## src/rtl/fp_sqrt_pkg.sv

```systemverilog
// Shared types and elaboration helpers for the multi-bit unsigned square-root core.
// Latency: n/a (package only).
// Backpressure: n/a (package only).
package fp_sqrt_pkg;

    typedef enum logic [1:0] {
        IDLE = 2'd0,
        BUSY = 2'd1,
        DONE = 2'd2
    } sqrt_state_t;

    // Number of BUSY step edges needed to retire all DATA_WIDTH/2 root bits.
    function automatic int iterations(input int data_width, input int bits_per_cycle);
        return data_width / (2 * bits_per_cycle);
    endfunction

    // Legal configurations: even width >= 4, 1/2/4 bits per cycle dividing the root width.
    function automatic bit params_legal(input int data_width, input int bits_per_cycle);
        return (data_width >= 4) && ((data_width % 2) == 0) &&
               ((bits_per_cycle == 1) || (bits_per_cycle == 2) || (bits_per_cycle == 4)) &&
               (((data_width / 2) % bits_per_cycle) == 0);
    endfunction

    // Counter width able to hold the iteration count itself.
    function automatic int cnt_width(input int data_width, input int bits_per_cycle);
        return $clog2(iterations(data_width, bits_per_cycle) + 1);
    endfunction

endpackage

```

## src/rtl/sqrt_step.sv

```systemverilog
// One radix-2 restoring square-root step: appends two radicand bits and retires one root bit.
// Latency: purely combinational.
// Backpressure: none; chained by the caller, which owns all flow control.
module sqrt_step #(
    parameter int RW = 28
) (
    input  logic [RW+1:0] rem_i,
    input  logic [RW-1:0] root_i,
    input  logic [1:0]    bits_i,
    output logic [RW+1:0] rem_o,
    output logic [RW-1:0] root_o
);

    logic [RW+1:0] rem_sh;
    logic [RW+2:0] trial;
    logic          trial_ge;
    logic          unused_top;

    // The incoming remainder never exceeds 2*root, and the root never fills its top bit
    // before the last step, so the bits shifted out here are always zero.
    assign unused_top = ^{rem_i[RW+1:RW], root_i[RW-1]};

    assign rem_sh   = {rem_i[RW-1:0], bits_i};
    assign trial    = {1'b0, rem_sh} - {1'b0, root_i, 2'b01};
    assign trial_ge = ~trial[RW+2];

    assign rem_o  = trial_ge ? trial[RW+1:0] : rem_sh;
    assign root_o = {root_i[RW-2:0], trial_ge};

endmodule

```

## src/rtl/unsigned_sqrt_multibit.sv

```systemverilog
// Iterative unsigned integer sqrt, BITS_PER_CYCLE root bits per cycle, with tag and inexact flag.
// Latency: done pulses N+1 cycles after the start cycle, N = DATA_WIDTH/(2*BITS_PER_CYCLE).
// Backpressure: ready is low while BUSY; start is ignored then and must be held by the caller.
module unsigned_sqrt_multibit
    import fp_sqrt_pkg::*;
#(
    parameter int DATA_WIDTH     = 56,
    parameter int BITS_PER_CYCLE = 2,
    parameter int TAG_WIDTH      = 3
) (
    input  logic                    clk,
    input  logic                    rst_n,
    input  logic                    start,
    input  logic [DATA_WIDTH-1:0]   radicand,
    input  logic [TAG_WIDTH-1:0]    tag_in,
    input  logic                    abort,
    output logic                    ready,
    output logic                    done,
    output logic [DATA_WIDTH/2-1:0] result,
    output logic [DATA_WIDTH/2:0]   remainder,
    output logic                    inexact,
    output logic [TAG_WIDTH-1:0]    tag_out
);

    localparam int RW   = DATA_WIDTH / 2;
    localparam int REMW = RW + 2;
    localparam int N    = iterations(DATA_WIDTH, BITS_PER_CYCLE);
    localparam int CW   = cnt_width(DATA_WIDTH, BITS_PER_CYCLE);
    localparam int SHW  = 2 * BITS_PER_CYCLE;

    if (!params_legal(DATA_WIDTH, BITS_PER_CYCLE)) begin : g_bad_params
        $error("unsigned_sqrt_multibit: unsupported DATA_WIDTH / BITS_PER_CYCLE combination");
    end

    sqrt_state_t            state_q;
    logic [CW-1:0]          cnt_q;
    logic [DATA_WIDTH-1:0]  sh_q;
    logic [DATA_WIDTH-1:0]  sh_d;
    logic [REMW-1:0]        rem_q;
    logic [REMW-1:0]        rem_d;
    logic [RW-1:0]          root_q;
    logic [RW-1:0]          root_d;
    logic [TAG_WIDTH-1:0]   tag_q;

    logic [RW-1:0]          result_q;
    logic [RW:0]            remainder_q;
    logic                   inexact_q;
    logic [TAG_WIDTH-1:0]   tag_out_q;

    logic [REMW-1:0]        rem_c  [BITS_PER_CYCLE+1];
    logic [RW-1:0]          root_c [BITS_PER_CYCLE+1];

    assign rem_c[0]  = rem_q;
    assign root_c[0] = root_q;

    // Chain of restoring steps; step g consumes radicand bit pair g from the top of the shifter.
    for (genvar g = 0; g < BITS_PER_CYCLE; g++) begin : g_step
        sqrt_step #(
            .RW (RW)
        ) u_step (
            .rem_i  (rem_c[g]),
            .root_i (root_c[g]),
            .bits_i (sh_q[DATA_WIDTH-1-2*g -: 2]),
            .rem_o  (rem_c[g+1]),
            .root_o (root_c[g+1])
        );
    end

    assign rem_d  = rem_c[BITS_PER_CYCLE];
    assign root_d = root_c[BITS_PER_CYCLE];
    assign sh_d   = sh_q << SHW;

    // FSM, iteration datapath and result registers; abort cancels and clears the visible outputs.
    always_ff @(posedge clk or negedge rst_n) begin
        if (!rst_n) begin
            state_q     <= IDLE;
            cnt_q       <= '0;
            sh_q        <= '0;
            rem_q       <= '0;
            root_q      <= '0;
            tag_q       <= '0;
            result_q    <= '0;
            remainder_q <= '0;
            inexact_q   <= 1'b0;
            tag_out_q   <= '0;
        end else begin
            case (state_q)
                BUSY: begin
                    if (abort) begin
                        state_q     <= IDLE;
                        cnt_q       <= '0;
                        result_q    <= '0;
                        remainder_q <= '0;
                        inexact_q   <= 1'b0;
                        tag_out_q   <= '0;
                    end else begin
                        sh_q   <= sh_d;
                        rem_q  <= rem_d;
                        root_q <= root_d;
                        cnt_q  <= cnt_q - CW'(1);
                        if (cnt_q == CW'(1)) begin
                            state_q     <= DONE;
                            result_q    <= root_d;
                            remainder_q <= rem_d[RW:0];
                            inexact_q   <= |rem_d;
                            tag_out_q   <= tag_q;
                        end
                    end
                end
                IDLE, DONE: begin
                    if (start && !abort) begin
                        state_q <= BUSY;
                        sh_q    <= radicand;
                        rem_q   <= '0;
                        root_q  <= '0;
                        tag_q   <= tag_in;
                        cnt_q   <= CW'(N);
                    end else begin
                        state_q <= IDLE;
                    end
                    if (abort && (state_q == DONE)) begin
                        result_q    <= '0;
                        remainder_q <= '0;
                        inexact_q   <= 1'b0;
                        tag_out_q   <= '0;
                    end
                end
                default: begin
                    state_q <= IDLE;
                end
            endcase
        end
    end

    assign ready     = (state_q != BUSY);
    assign done      = (state_q == DONE);
    assign result    = result_q;
    assign remainder = remainder_q;
    assign inexact   = inexact_q;
    assign tag_out   = tag_out_q;

endmodule

```

## config.mk

```make
export PLATFORM = sky130hd
export DESIGN_NAME = unsigned_sqrt_multibit
export DESIGN_NICKNAME = d
export VERILOG_FILES = /design/src/rtl/fp_sqrt_pkg.sv /design/src/rtl/sqrt_step.sv /design/src/rtl/unsigned_sqrt_multibit.sv
export SDC_FILE = /design/constraint.sdc
export NUM_CORES = 1
export LEC_CHECK = 0
export CAP_MARGIN = 0
export CORE_MARGIN = 3
export CORE_UTILIZATION = 57
export CTS_CLUSTER_DIAMETER = 150
export DETAILED_ROUTE_END_ITERATION = 7
export PLACE_DENSITY = 0.81
export SKIP_LAST_GASP = 1
export SYNTH_ARGS = -nofsm -noshare
export SYNTH_HDL_FRONTEND = slang
export SYNTH_SLANG_ARGS = --single-unit
```

## constraint.sdc

```tcl
create_clock -name clk -period 7.2 [get_ports clk]
set_input_delay 0.72 -clock clk [delete_from_list [all_inputs] [get_ports clk]]
set_output_delay 0.72 -clock clk [all_outputs]
set_load 0.02 [all_outputs]
```

# Yosys cells after proc, flatten, opt, wreduce, memory -nomap -nowiden
# Index checks and enable logic that the tools add are counted.
op_classes:
  addsub: 3
  n_eq_ne: 8
  n_mux: 34
  bitwise_logic: 2
  n_reduce_logical: 11
ops:
  columns: ["cell", "count"]
  rows:
  - ["28-bit 2-to-1 mux", 8]
  - ["28-bit one-hot mux with 2 select lines", 3]
  - ["56-bit 2-to-1 mux", 2]
  - ["56-bit one-hot mux with 2 select lines", 1]
  - ["29-bit 2-to-1 mux", 3]
  - ["30-bit by 30-bit subtractor with 31-bit output", 2]
  - ["29-bit one-hot mux with 2 select lines", 1]
  - ["30-bit 2-to-1 mux", 1]
  - ["30-bit OR reduction", 1]
  - ["3-bit 2-to-1 mux", 3]
  - ["4-bit 2-to-1 mux", 2]
  - ["4-bit one-hot mux with 2 select lines", 1]
  - ["2-bit inequality test (second input constant)", 3]
  - ["3-bit one-hot mux with 2 select lines", 1]
  - ["3-bit AND reduction", 2]
  - ["4-bit by 1-bit == test with 1-bit output (second input constant)", 1]
  - ["1-bit 2-to-1 mux", 4]
  - ["2-bit 2-to-1 mux", 2]
  - ["2-bit one-hot mux with 2 select lines", 1]
  - ["2-bit AND reduction", 2]
  - ["4-bit by 1-bit subtractor with 4-bit output (second input constant)", 1]
  - ["3-bit inequality test (second input constant)", 1]
  - ["2-bit by 1-bit == test with 1-bit output (second input constant)", 1]
  - ["2-bit == test (second input constant)", 1]
  - ["other kinds (8)", 10]
totals:
  reg_bits: 182
  input_bits: 63
  out_inout_bits: 63
  wordCells: 68

# Longest topological paths before layout
depth:
  word_depth: 8
  mapped_depth: 27
  mapped_depth_nobuf: 24

# Hierarchy
# Synthesis repeated with hierarchy kept, for this count alone.
hier_totals:
  hier_cells: 1255
  area_unflattened_um2: 11937.7
by_module_without_submodules:
  columns: ["mod", "n_inst", "cells_per_inst", "area_each_um2", "seq_area_each_um2"]
  rows:
  - ["unsigned_sqrt_multibit", 1, 569, 7255.7, 4604.4]
  - ["sqrt_step (g_step[1].u_step)", 1, 328, 2384.8, 0.0]
  - ["sqrt_step (g_step[0].u_step)", 1, 358, 2297.2, 0.0]

# Worst setup path after synthesis
# OpenSTA, ideal clock, no wires.
synth_timing:
  path_type: "reg2reg"
  start: "register rem_q[7]"
  end: "register inexact_q (netlist: inexact)"
  setup_time_ns: 0.144
  arrival_ns: 5.338
  t_required_ns: 7.056
  path_slack_ns: 1.718
  path_stages_with_launch: 26
  path_buffers: 4
  synth_period_minus_slack_ns: 5.482
  cell_sequence: "dfrtp_1 -> ha_1 -> buf_2 -> and4_1 -> nand2_1 -> a211oi_1 -> o21ai_4 -> nand3_2 -> buf_1 -> buf_1 -> mux2i_1 -> inv_1 -> ha_1 -> clkbuf_1 -> a21o_1 -> a21o_1 -> a21oi_1 -> o21ai_0 -> a21oi_1 -> o21ai_0 -> a311o_4 -> mux2_4 -> a21oi_1 -> nand4_1 -> nor4_2 -> a41oi_1"
synth_between:
  elab_chain_len: 8
  elab_cells_between_ends: 9
  cone_classes: "add/sub (2); mux (5); bitwise (1); reduce/logical (1)"
synth_lines:
  columns: ["element", "line_no", "text"]
  rows:
  - ["start: declaration", "unsigned_sqrt_multibit.sv:39", "logic [REMW-1:0] rem_q;"]
  - ["start signal: assignment", "unsigned_sqrt_multibit.sv:98", "rem_q <= rem_d;"]
  - ["30-bit by 30-bit subtractor with 31-bit output", "sqrt_step.sv:24", "assign trial = {1'b0, rem_sh} - {1'b0, root_i, 2'b01};"]
  - ["28-bit 2-to-1 mux or 1-bit inverter (tied branches)", "sqrt_step.sv:27, sqrt_step.sv:25", null]
  - ["30-bit by 30-bit subtractor with 31-bit output", "sqrt_step.sv:24", null]
  - ["30-bit 2-to-1 mux (*)", "sqrt_step.sv:27", "assign rem_o = trial_ge ? trial[RW+1:0] : rem_sh;"]
  - ["30-bit OR reduction (*)", "unsigned_sqrt_multibit.sv:105", "inexact_q <= |rem_d;"]
  - ["1-bit 2-to-1 mux (*)", "unsigned_sqrt_multibit.sv:101", "if (cnt_q == CW'(1)) begin"]
  - ["1-bit 2-to-1 mux (*)", "unsigned_sqrt_multibit.sv:89", "if (abort) begin"]
  - ["1-bit one-hot mux with 2 select lines (*)", "unsigned_sqrt_multibit.sv:87", "case (state_q)"]
  - ["end signal: assignment", "unsigned_sqrt_multibit.sv:105", null]
  - ["end: declaration", "unsigned_sqrt_multibit.sv:47", "logic inexact_q;"]
# Mark *: on every way between the ends. The rest lies on a longest branch, timed or not. The select of a mux whose other input is x is not followed.
# A chain may end at the register's enable or synchronous reset.

# Worst setup path after layout
layout_timing:
  start: "register root_q[0]"
  end: "register inexact_q (netlist: inexact)"
layout_between:
  elab_chain_len: 8
  elab_cells_between_ends: 9
  cone_classes: "add/sub (2); mux (5); bitwise (1); reduce/logical (1)"
layout_lines:
  columns: ["element", "line_no", "text"]
  rows:
  - ["start: declaration", "unsigned_sqrt_multibit.sv:41", "logic [RW-1:0] root_q;"]
  - ["start signal: assignment", "unsigned_sqrt_multibit.sv:99", "root_q <= root_d;"]
  - ["30-bit by 30-bit subtractor with 31-bit output", "sqrt_step.sv:24", null]
  - ["28-bit 2-to-1 mux or 1-bit inverter (tied branches)", "sqrt_step.sv:27, sqrt_step.sv:25", null]
  - ["30-bit by 30-bit subtractor with 31-bit output", "sqrt_step.sv:24", null]
  - ["30-bit 2-to-1 mux (*)", "sqrt_step.sv:27", null]
  - ["30-bit OR reduction (*)", "unsigned_sqrt_multibit.sv:105", null]
  - ["1-bit 2-to-1 mux (*)", "unsigned_sqrt_multibit.sv:101", null]
  - ["1-bit 2-to-1 mux (*)", "unsigned_sqrt_multibit.sv:89", null]
  - ["1-bit one-hot mux with 2 select lines (*)", "unsigned_sqrt_multibit.sv:87", null]
# Marks and branches as above.

==> results.cfg <==
[clock_network]
cts.sinks = 182
numCtsBuffers = 17
root_buffer = clkbuf_16
cts_tree = done
clk_pin_slew_ps = 80
cts_setup_buffers = 0
insertion_delay_ps = 440
htreeDepth = 4
post_cts_resized = 0
holdBufCountCts = 0
ctsLongestPathBuffers = 2

[timing]
min_period_ps = 6310
fin_skew_ps = 12.2
slew_violations = 0
max_freq_ghz = 0.158
finalSetupTns_ps = 0
rsz0062_at_grt = false
tightest_slew_ps = 1050
setup_slack_ps = 887
hold_viol_final = 0
final-setup-viol-count = 0
timing.final.crit_share_pct = 87.7
slew_headroom_pct = 29.8

[routing]
first_pass_iters = 5
ant_nets = 0
drc = 0
drtIter0Drc = 1049
via_count = 9911
viasPerCell = 6.20
wire_per_inst_um = 20.3
wl_um = 32400

[logic_synthesis]
yosysSeqAreaShare_pct = 41.1
netlist_area_sq_mm = 0.0111
synth_top_area_share_pct = 41.1
synthesis.nets = 1355
yosysUniqueCellTypes = 75
async_flop_share_pct = 100
ys_seq_elements = 182
yosys_warnings = 0
synth_edf_count = 0
syn_inst = 1232
yosys-top-cells-area = dfrtp_1 41%, o21ai_0 6.9%, ha_1 6.8%, nand2_1 6.6%, mux2i_1 5.8%
avgSynthCellArea_sq_um = 9.00
synthFlopType = dfrtp_1
synth_area_leader_cell = dfrtp_1

[global_route]
grt_usage_pct = 30.3
grt_max_degree = 121
grt_pass1_vias = 9642
antenna_found_initial = 0
gr-total-overflow = 0
grt_pass1_wl_um = 52000

[floorplan]
ios = 126
die_w_um = 145
start_util_pct = 58.7
num_rows = 50
die_h_um = 145
die_area_sq_mm = 0.0212
fp.coreArea_sq_mm = 0.0189

[finish]
antenna_cells = 0
syn_to_final_growth_pct = 18.7
nets = 1448
n_fill_cell = 1521
drive_gt1_share_pct = 5.90
fin_cells = 1598

[critical_path]
cp-start-kind = flop
worstSetupStartpoint = root_q[0]$_DFFE_PN0P_
critPathTopFamily = compound AO/OA/AOI/OAI gates
worstPathRequired_ps = 7510
crit_chain = inv_1 -> ha_1 -> nor2b_1 -> o2111ai_1 -> a211oi_1 -> o21ai_0 -> a21oi_1 -> o21a_1 -> o21a_1 -> o31ai_1 -> ha_1 -> nand4_1 -> nor3_1 -> and3_1 -> a311o_4 -> mux2_4 -> a21oi_1 -> nand4_1 -> nor4_2 -> a41oi_1
critPathMaxStageDelay_ps = 660
critPathCaptureType = flop
r2r_setup_slack_ps = 890
crit_arrival_ps = 6620
crit_type = reg2reg
r2r_start = root_q[0]$_DFFE_PN0P_
crit_buf_inv = 1
path_max_fanout = 22
crit_slowest_cell = o21ai_0

[placed_design]
dp_cells = 1566
port_buffers = 125
dp_slack_ps = 1050
gp_congestion = 0.998
dp_hpwl_um = 23400

[status]
status = finished, final reports clean

[run]
drv_cap = 0

[min_path]
min_path_type = in2async
[cell type report]
| class | count | area, sq um | area share (%) |
|---|---|---|---|
| Multi-Input combinational cell | 932 | 6110 | 46.4 |
| Sequential cell | 182 | 4560 | 34.6 |
| Timing Repair Buffer | 138 | 1370 | 10.4 |
| Clock buffer | 17 | 425 | 3.23 |
| Tap cell | 260 | 325 | 2.47 |
| Inverter | 54 | 203 | 1.54 |
| Clock inverter | 15 | 180 | 1.37 |
[Yosys cell counts (all sizes together), types with 16 or more instances]
| cell type | number |
|---|---|
| a21o | 35 |
| a21oi | 77 |
| a22o | 41 |
| clkbuf | 49 |
| dfrtp | 182 |
| ha | 60 |
| inv | 53 |
| mux2i | 64 |
| nand2 | 195 |
| nor2 | 50 |
| nor3 | 16 |
| o21ai | 160 |
| o22ai | 29 |
| xnor2 | 33 |
| xor2 | 19 |
[cell families (layout without fill, tap and decap cells)]
group,after synthesis,in the layout,share of synthesized area [%]
xor+xnor,52,52,4.11
flops,182,182,41.1
compound gates,416,416,24.1
simple gates,336,336,13.7
mux,68,68,6.25
fa+ha+maj,60,60,6.77
buf+inv,118,224,4.07
[per-stage QoR]
stage / instance area [sq um] / hold WS, ps / util, %
after global routing: 13200 / 442 / 69.7
after global placement: 12600 / 449 / 66.5
after CTS: 13200 / 414 / 69.7
after detailed placement: 12600 / 464 / 66.5
final: 13200 / 372 / 69.7
after floorplan: 11100 / 424 / -
[cells in the final DEF (no fill, tap or decap), types with 10 or more instances in the layout]
master	count
xnor2_1	33
nand2_1	195
ha_1	60
xor2_1	19
o21ai_0	153
a21o_1	34
mux2i_1	64
a31oi_1	13
a21oi_1	75
o22ai_1	29
o21bai_1	10
a22o_1	40
buf_4	12
dfrtp_1	181
clkdlybuf4s50_1	124
nor3_1	15
nand4_1	11
clkbuf_16	17
nand3_1	13
inv_1	53
nor2_1	49
[worst reg2reg max path, cell delays in order, from the launching register on]
cell and delay [ps]:
dfrtp_1 360, inv_1 140, ha_1 300, nor2b_1 160, o2111ai_1 370, a211oi_1 220
o21ai_0 660, a21oi_1 150, o21a_1 210, o21a_1 160, o31ai_1 410, ha_1 400
nand4_1 240, nor3_1 550, and3_1 350, a311o_4 410, mux2_4 370, a21oi_1 170
nand4_1 130, nor4_2 270, a41oi_1 140
[final timing paths]
path | to | cells after the start
setup / recovery | inexact$_DFFE_PN0P_ | 20
hold / removal | result[8]$_DFFE_PN0P_ | 1
setup reg to reg | inexact$_DFFE_PN0P_ | 20
hold reg to reg | sh_q[2]$_DFFE_PN0P_ | 2
max in group asynchronous | state_q[0]$_DFFE_PN0P_ | 2
min in group clk | sh_q[2]$_DFFE_PN0P_ | 2
[registers in the layout, indices dropped and copies added, names as in the netlist]
name       flops
sh_q          56
remainder     29
rem_q         28
result        28
root_q        28
cnt_q          4
tag_out        3
tag_q          3
state_q        2
inexact        1
[metal layers]
metal	share of wire [%]	track usage [%]	vias up
met5	0	0	-
met4	2.1	9.54	0
met3	8.9	7.51	56
met2	46	48.0	426
met1	43	41.4	4827
li1	-	-	4602
Power is not shown: default switching activity piles up to over one toggle a cycle in this logic, so the estimate is an artifact.
